[config.mk]
export PLATFORM = sky130hd
export DESIGN_NAME = rewind_queue
export DESIGN_NICKNAME = d
export VERILOG_FILES = /design/src/rtl/rewind_queue.sv
export SDC_FILE = /design/constraint.sdc
export NUM_CORES = 2
export LEC_CHECK = 0
export ABC_AREA = 0
export CAP_MARGIN = 20
export CORE_MARGIN = 2
export CORE_UTILIZATION = 53
export CTS_CLUSTER_SIZE = 40
export DETAILED_ROUTE_END_ITERATION = 16
export PLACE_DENSITY_LB_ADDON = 0.12
export SETUP_SLACK_MARGIN = 0.1
export SYNTH_ARGS = -nofsm -noshare
export SYNTH_HDL_FRONTEND = slang
export SYNTH_SLANG_ARGS = --single-unit
export TNS_END_PERCENT = 5
[constraint.sdc]
create_clock -name clk -period 4.4 [get_ports clk]
set_input_delay 0.88 -clock clk [delete_from_list [all_inputs] [get_ports clk]]
set_output_delay 0.88 -clock clk [all_outputs]
set_load 0.01 [all_outputs]
[src/rtl/rewind_queue.sv]
// Store-undo queue: records data replaced by each cache write, retires by ROB tag, replays unretired entries youngest-first on resteer.
// Latency: alloc/retire take effect next cycle; retired head frees one cycle after marking; first rewind entry the cycle after resteer.
// Backpressure: alloc dropped when full/stall/rewinding/resteer; rewind entry held until dealloc && !stall.
module rewind_queue #(
   parameter int OOO_TAG_SIZE = 10,
   parameter int DEPTH        = 8,
   parameter int RET_PORTS    = 2,
   parameter int ADDR_W       = 32,
   parameter int DATA_W       = 32
) (
   input  logic                              clk,
   input  logic                              rst,
   input  logic                              stall,
   input  logic [RET_PORTS*OOO_TAG_SIZE-1:0] rob_ret_tag_in,
   input  logic [RET_PORTS-1:0]              rob_valid,
   input  logic                              rob_resteer,
   input  logic [ADDR_W-1:0]                 addr_in,
   input  logic [DATA_W-1:0]                 data_repl,
   input  logic [2:0]                        operation,
   input  logic [OOO_TAG_SIZE-1:0]           cache_ooo_tag_in,
   input  logic [1:0]                        size,
   input  logic                              alloc,
   input  logic                              dealloc,
   output logic                              valid_rewind,
   output logic [ADDR_W-1:0]                 addr_out,
   output logic [DATA_W-1:0]                 data_out,
   output logic [2:0]                        operation_out,
   output logic [OOO_TAG_SIZE-1:0]           cache_ooo_tag_out,
   output logic [1:0]                        size_out,
   output logic                              rewind_full,
   output logic                              rewind_empty,
   output logic                              rewind_busy,
   output logic [$clog2(DEPTH):0]            count
);

   localparam int IW = $clog2(DEPTH);
   localparam int PW = IW + 1;
   localparam logic [PW-1:0] FULL_CNT = PW'(DEPTH);

   typedef enum logic [1:0] {E_FREE, E_PEND, E_RET, E_FLUSH} est_t;
   typedef enum logic {S_IDLE, S_REWIND} fsm_t;

   typedef struct packed {
      logic [ADDR_W-1:0]       addr;
      logic [DATA_W-1:0]       data;
      logic [2:0]              op;
      logic [OOO_TAG_SIZE-1:0] tag;
      logic [1:0]              sz;
   } ent_t;

   est_t          st_q  [DEPTH];
   est_t          st_d  [DEPTH];
   ent_t          ent_q [DEPTH];
   ent_t          ent_d [DEPTH];
   logic [PW-1:0] head_q, head_d;
   logic [PW-1:0] tail_q, tail_d;
   fsm_t          fsm_q, fsm_d;

   logic [IW-1:0] head_idx;
   logic [IW-1:0] tail_idx;
   logic [IW-1:0] top_idx;
   logic          top_flush;
   logic          alloc_ok;
   logic          pop_ok;
   logic          drain_ok;

   // Pointer-derived status and the entry currently offered for rewind (youngest, at tail-1).
   always_comb begin
      head_idx     = head_q[IW-1:0];
      tail_idx     = tail_q[IW-1:0];
      top_idx      = tail_idx - IW'(1);
      count        = tail_q - head_q;
      rewind_full  = (count == FULL_CNT);
      rewind_empty = (count == '0);
      rewind_busy  = (fsm_q == S_REWIND);
      top_flush    = rewind_busy && !rewind_empty && (st_q[top_idx] == E_FLUSH);
      alloc_ok     = alloc && !rewind_full && !stall && (fsm_q == S_IDLE) && !rob_resteer;
      pop_ok       = top_flush && dealloc && !stall;
      // FREE entries are never RET, so an empty queue cannot drain.
      drain_ok     = (st_q[head_idx] == E_RET);
   end

   // Rewind output fields, forced to zero whenever no flushed entry is offered.
   always_comb begin
      valid_rewind      = top_flush;
      addr_out          = '0;
      data_out          = '0;
      operation_out     = '0;
      cache_ooo_tag_out = '0;
      size_out          = '0;
      if (top_flush) begin
         addr_out          = ent_q[top_idx].addr;
         data_out          = ent_q[top_idx].data;
         operation_out     = ent_q[top_idx].op;
         cache_ooo_tag_out = ent_q[top_idx].tag;
         size_out          = ent_q[top_idx].sz;
      end
   end

   // Next-state: retire marking, resteer flush, head drain, tail pop and alloc.
   always_comb begin
      st_d   = st_q;
      ent_d  = ent_q;
      head_d = head_q;
      tail_d = tail_q;
      fsm_d  = fsm_q;

      // Only entries already PEND at cycle start can be matched; the entry being
      // allocated this cycle is still FREE in st_q.
      for (int i = 0; i < DEPTH; i++) begin
         for (int p = 0; p < RET_PORTS; p++) begin
            if ((st_q[i] == E_PEND) && rob_valid[p] &&
                (ent_q[i].tag == rob_ret_tag_in[p*OOO_TAG_SIZE +: OOO_TAG_SIZE])) begin
               st_d[i] = E_RET;
            end
         end
      end

      if (rob_resteer) begin
         for (int i = 0; i < DEPTH; i++) begin
            if (st_d[i] == E_PEND) begin
               st_d[i] = E_FLUSH;
            end
         end
         fsm_d = S_REWIND;
      end else if ((fsm_q == S_REWIND) && !top_flush) begin
         fsm_d = S_IDLE;
      end

      // Drain targets a RET entry and pop a FLUSH entry, so they never collide.
      if (drain_ok) begin
         st_d[head_idx] = E_FREE;
         head_d         = head_q + PW'(1);
      end

      if (pop_ok) begin
         st_d[top_idx] = E_FREE;
         tail_d        = tail_q - PW'(1);
      end

      // Alloc needs IDLE and pop needs REWIND, so tail moves at most one way.
      if (alloc_ok) begin
         st_d[tail_idx]      = E_PEND;
         ent_d[tail_idx].addr = addr_in;
         ent_d[tail_idx].data = data_repl;
         ent_d[tail_idx].op   = operation;
         ent_d[tail_idx].tag  = cache_ooo_tag_in;
         ent_d[tail_idx].sz   = size;
         tail_d              = tail_q + PW'(1);
      end
   end

   // State register with synchronous reset; reset also aborts a rewind in progress.
   always_ff @(posedge clk) begin
      if (rst) begin
         for (int i = 0; i < DEPTH; i++) begin
            st_q[i]  <= E_FREE;
            ent_q[i] <= '0;
         end
         head_q <= '0;
         tail_q <= '0;
         fsm_q  <= S_IDLE;
      end else begin
         st_q   <= st_d;
         ent_q  <= ent_d;
         head_q <= head_d;
         tail_q <= tail_d;
         fsm_q  <= fsm_d;
      end
   end

endmodule

# == Word-level counts from Yosys, hierarchy flattened ==
# Cells that the tools add are included.
# classes
add_sub_neg,5
magnitude_cmp,6
eq_ne,35
mux,67
n_bitwise,11
reduce_logical,52
# op_table
operator,n
bitwise mux 632 bit,5
demux 79 bit (select 3 bit),5
binary-select mux 79 bit (select 3 bit),1
2-to-1 mux 79 bit,3
equality test 10 bit,16
2-to-1 mux 2 bit,33
2-to-1 mux 16 bit,4
2-to-1 mux 32 bit,2
2-to-1 mux 47 bit,1
logical AND 1 bit,44
AND 16 bit,2
"equality test 2 x 1 -> 1 bit, second input constant",16
inverter 16 bit,2
demux 2 bit (select 3 bit),3
2-to-1 mux 15 bit,1
binary-select mux 2 bit (select 3 bit),2
"greater-or-equal comparator 4 bit, second input constant",3
"less-than comparator 4 x 1 -> 1 bit, second input constant",3
2-to-1 mux 12 bit,1
inverter 3 -> 4 bit,3
2-to-1 mux 10 bit,1
"adder 4 x 1 -> 4 bit, second input constant",2
AND 8 bit,1
2-to-1 mux 4 bit,2
other kinds (13),20
# totals
regBits,657
wordCells,227

# == Depth between registers and ports, before layout ==
# depth
depth_word,14
depth_mapped,15
depth_no_buf,14

# == Worst setup path after synthesis ==
# OpenSTA, ideal clock, no wires.
# synth_path
path_type,register to output
start,reg tail_q[1]
end,out addr_out[0]
arrival_time_ns,2.798
t_required_ns,3.520
slack_ns,0.722
stages_incl_launch_ff,12
cell_sequence,dfxtp_1 inv_1 ha_1 buf_6 and3b_1 a31oi_1 mux4_2 buf_6 or3_4 buf_12 buf_12 nor4_4
# synth_between
elab_chain_cells,8
# synth_rtl
element,line,rtl
"start, declared",56,"logic [PW-1:0] tail_q, tail_d;"
"start signal, assigned",167,tail_q <= tail_d;
subtractor 3 x 1 -> 3 bit,71,top_idx = tail_idx - IW'(1);
inverter 3 -> 4 bit (implied by the code),"76, 92",
binary-select mux 2 bit (select 3 bit),76,top_flush = rewind_busy && !rewind_empty && (st_q[top_idx] == E_FLUSH);
2-to-1 mux 2 bit (implied by the code) (2 in series),76,
equality test 2 bit,76,
logical AND 1 bit,76,
2-to-1 mux 32 bit *,91,if (top_flush) begin
"end, declared",25,"output logic [ADDR_W-1:0] addr_out,"
# Every way passes the cells marked *; elsewhere a longest branch is shown, timed or not. The select of a mux whose other input is x is not followed.

# == Worst setup path in the final report ==
# layout_path
start,reg tail_q[1]
end,out data_out[27]
# layout_between
elab_chain_cells,8
# layout_rtl
element,line,rtl
subtractor 3 x 1 -> 3 bit,71,
inverter 3 -> 4 bit (implied by the code),"76, 93",
binary-select mux 2 bit (select 3 bit),76,
2-to-1 mux 2 bit (implied by the code) (2 in series),76,
equality test 2 bit,76,
logical AND 1 bit,76,
2-to-1 mux 32 bit *,91,
"end, declared",26,"output logic [DATA_W-1:0] data_out,"
# Marked as above.

==> reports/metrics.cfg <==
[outcome]
run_status=finished clean

[synth]
ys_warn_count=0
syn_area_per_cell_um2=9.951
synthFlopType=dfxtp_1
synthArstFlopShare_pct=0
ys_ff_latch=657
ys_seq_area_share_pct=43.17
synth.distinct_cells=56
syn-cell-area_um2=30470
synth_cells=3062
synth.net_count=3178
synth-edff-count=0

[timing]
setup_tns_ns=0
maxSlewHeadroom_pct=34.18
finalSetupViolCount=0
fin_crit_ns=4.303
max_freq_mhz=232.4
fin_crit_sh_pct=97.78
finalHoldViolations=0
holdWs_ns=0.4880
rsz0062_at_grt=true
worstMarginPinSlew_ns=0.9873
finalMaxSlewViolations=0
fin_skew_ns=0.01215
worst_slack_ns=0.09746

[floorplanning]
die_h_um=243.8
rows=87
ioPinCount=194
core-area_um2=56600
die_width_um=243.8
die-area_um2=59430
initial_core_util_pct=53.83

[hold_path]
hp-class=reg -> reg
min_from=ent_q[409]

[final_layout]
synthToLayoutAreaGrowth_pct=15.95
nets=3195
utilization_pct=62.42
drive_gt1_share_pct=10.43
fillers=4697

[drt]
vias_per_cell=6.039
wl_per_cell_um=23.24
ant_nets=0
drtIter0Drc=1704
wl_um=90560
firstDrtPassIters=6
drc_errors=0
vias=23530

[global_route]
grt_use_total_pct=30.03
grt_max_degree=179
antenna_found_initial=7
grt_pass1_vias=23870
overflow=0
grt_pass1_wl_um=140400

[clocking]
cts_tree=done
cts_buffers=72
htreeDepth=3
holdBufCountCts=0
clk_latency_ns=0.60
cts-root-buf=clkbuf_16
clock-sinks=657
clk_pin_slew_worst_paths_ns=0.06
clockBufferDepth=3

[setup_path]
crit_required_ns=3.52
arrival_ns=3.42
timing.rr.start=head_q[0]
timing.critical_path.from=tail_q[1]
criticalPathCategory=reg -> out
cp_max_fo=20
crit_path_end_kind=output pin
critPathLaunchType=register

[placement]
pre_cts_slack_ns=0.1846
hpwl_um=54680
io_buffers=193
place_congestion=0.9310

[pwr]
p_per_area_nw_per_um2=393.4
leakagePower_nw=14.60
ir_drop_mv=0.2925

[flow_run]
cap_violations=0

-- cell usage in the layout, fill, tap and decap left out, drive strengths merged, types with 4 or more instances in the layout --
cell / synthesis / final
clkinv: 0 / 14
dlygate4sd2: 0 / 52
clkdlybuf4s50: 0 / 113
dfxtp: 657 / 657
clkbuf: 243 / 112
xor2: 63 / 63
and3b: 4 / 4
o221ai: 79 / 79
or3: 6 / 6
nand4: 16 / 16
o22ai: 160 / 160
nand3: 26 / 26
o2bb2ai: 4 / 4
buf: 86 / 99
inv: 15 / 16
ha: 7 / 7
clkdlybuf4s15: 0 / 5
a21o: 4 / 4
nand2: 14 / 14
a22oi: 4 / 4
nor3: 27 / 27
nor2b: 13 / 13
a21oi: 11 / 11
o22a: 79 / 79
nor2: 650 / 650
o21ai: 8 / 8
nor4: 98 / 98
or4: 4 / 4
mux2i: 632 / 632
bufinv: 0 / 5
a31oi: 5 / 5
xnor2: 105 / 105
diode: 0 / 5
-- final timing paths --
path                                      to  slack, ns  cells past startpoint
worst max-delay path            data_out[27]        0.1                     10
worst min-delay path              ent_q[409]       0.49                      2
worst min register to register    ent_q[409]       0.49                      2
worst max register to register     tail_q[3]       0.81                     15
-- kinds of logic (layout without fill, tap and decap cells) --
family / Yosys count / after routing / synth area share, %
fa+ha+maj: 9 / 9 / 0.4188
buf+inv: 344 / 417 / 5.186
mux: 634 / 634 / 20.87
other cells: 0 / 5 / 0
compound gates: 378 / 378 / 9.272
flops: 657 / 657 / 43.17
xor+xnor: 168 / 168 / 4.829
simple gates: 872 / 872 / 16.26
-- metrics by stage --
| step | cells | power (mW) | area [µm²] |
|---|---|---|---|
| after floorplan | 3062 | 7.236 | 30470 |
| after global placement | 3745 | 7.797 | 32740 |
| after detailed placement | 3745 | 7.805 | 32740 |
| after CTS | 3891 | 13.98 | 35330 |
| after global routing | 3895 | 14.33 | 35330 |
| final | 3896 | 13.90 | 35330 |
-- Yosys cell counts (all sizes together) (4+ instances only) --
| cell | count | share of area (%) |
|---|---|---|
| o221ai | 79 | 2.3 |
| ha | 7 | 0.29 |
| a31oi | 5 | 0.10 |
| nor2 | 650 | 8.0 |
| nand3 | 26 | 0.43 |
| mux2i | 632 | 21 |
| dfxtp | 657 | 43 |
| o22a | 79 | 2.3 |
| xor2 | 63 | 1.8 |
| inv | 15 | 0.18 |
| nand4 | 16 | 0.33 |
| o22ai | 160 | 3.3 |
| nor2b | 13 | 0.27 |
| nor3 | 27 | 0.44 |
| buf | 86 | 2.0 |
| or4 | 4 | 0.099 |
| a22oi | 4 | 0.099 |
| a21oi | 11 | 0.18 |
| o2bb2ai | 4 | 0.11 |
| o21ai | 8 | 0.13 |
| nand2 | 14 | 0.17 |
| xnor2 | 105 | 3.0 |
| nor4 | 98 | 5.9 |
| and3b | 4 | 0.11 |
| or3 | 6 | 0.14 |
| clkbuf | 243 | 3.0 |
| a21o | 4 | 0.099 |
-- area by class of cell --
cell class	instances	area [µm²]	share of cell area, %
Antenna cell	5	12.51	0.03541
Clock buffer	109	2196	6.215
Multi-Input combinational cell	2061	15870	44.92
Sequential cell	657	13160	37.25
Timing Repair Buffer	272	2839	8.035
Tap cell	756	945.9	2.677
Clock inverter	21	251.5	0.7118
Inverter	15	56.30	0.1594
-- critical path, stage by stage (launching register included) --
cell,delay [ns]
dfxtp_2,0.33
inv_2,0.06
ha_4,0.26
and3b_1,0.23
a31oi_1,0.04
mux4_2,0.49
or3_4,0.39
buf_12,0.17
buf_12,0.17
nor4_4,0.29
dlygate4sd2_1,0.31
-- what timing repair did --
action	in CTS	in global routing
buffers inserted	13	0
resized for setup	167	9
setup endpoints to repair	79	74
pin swaps	8	0
cloned	3	0
endpoints found under the hold margin	0	0
-- metal layers --
layer | part of all wire (%) | track usage (%) | wire length (µm)
met5 | 0.024 | 0 | 22
met3 | 5.7 | 4.737 | 5201
met1 | 44 | 39.35 | 39570
met4 | 3.7 | 13.00 | 3377
met2 | 47 | 49.02 | 42390
-- state kept, by name, indices dropped and copies added, names as in the netlist --
signal and count:
ent_q 632, st_q 16, head_q 4, tail_q 4
rewind_busy 1
-- where the power goes --
part	total, mW	internal, mW	switching [mW]
sequential	6.02	5.99	0.0306
combinational	1.69	0.567	1.12
clock	6.19	3.74	2.45
No activity file was read; power rests on OpenSTA's default activity.
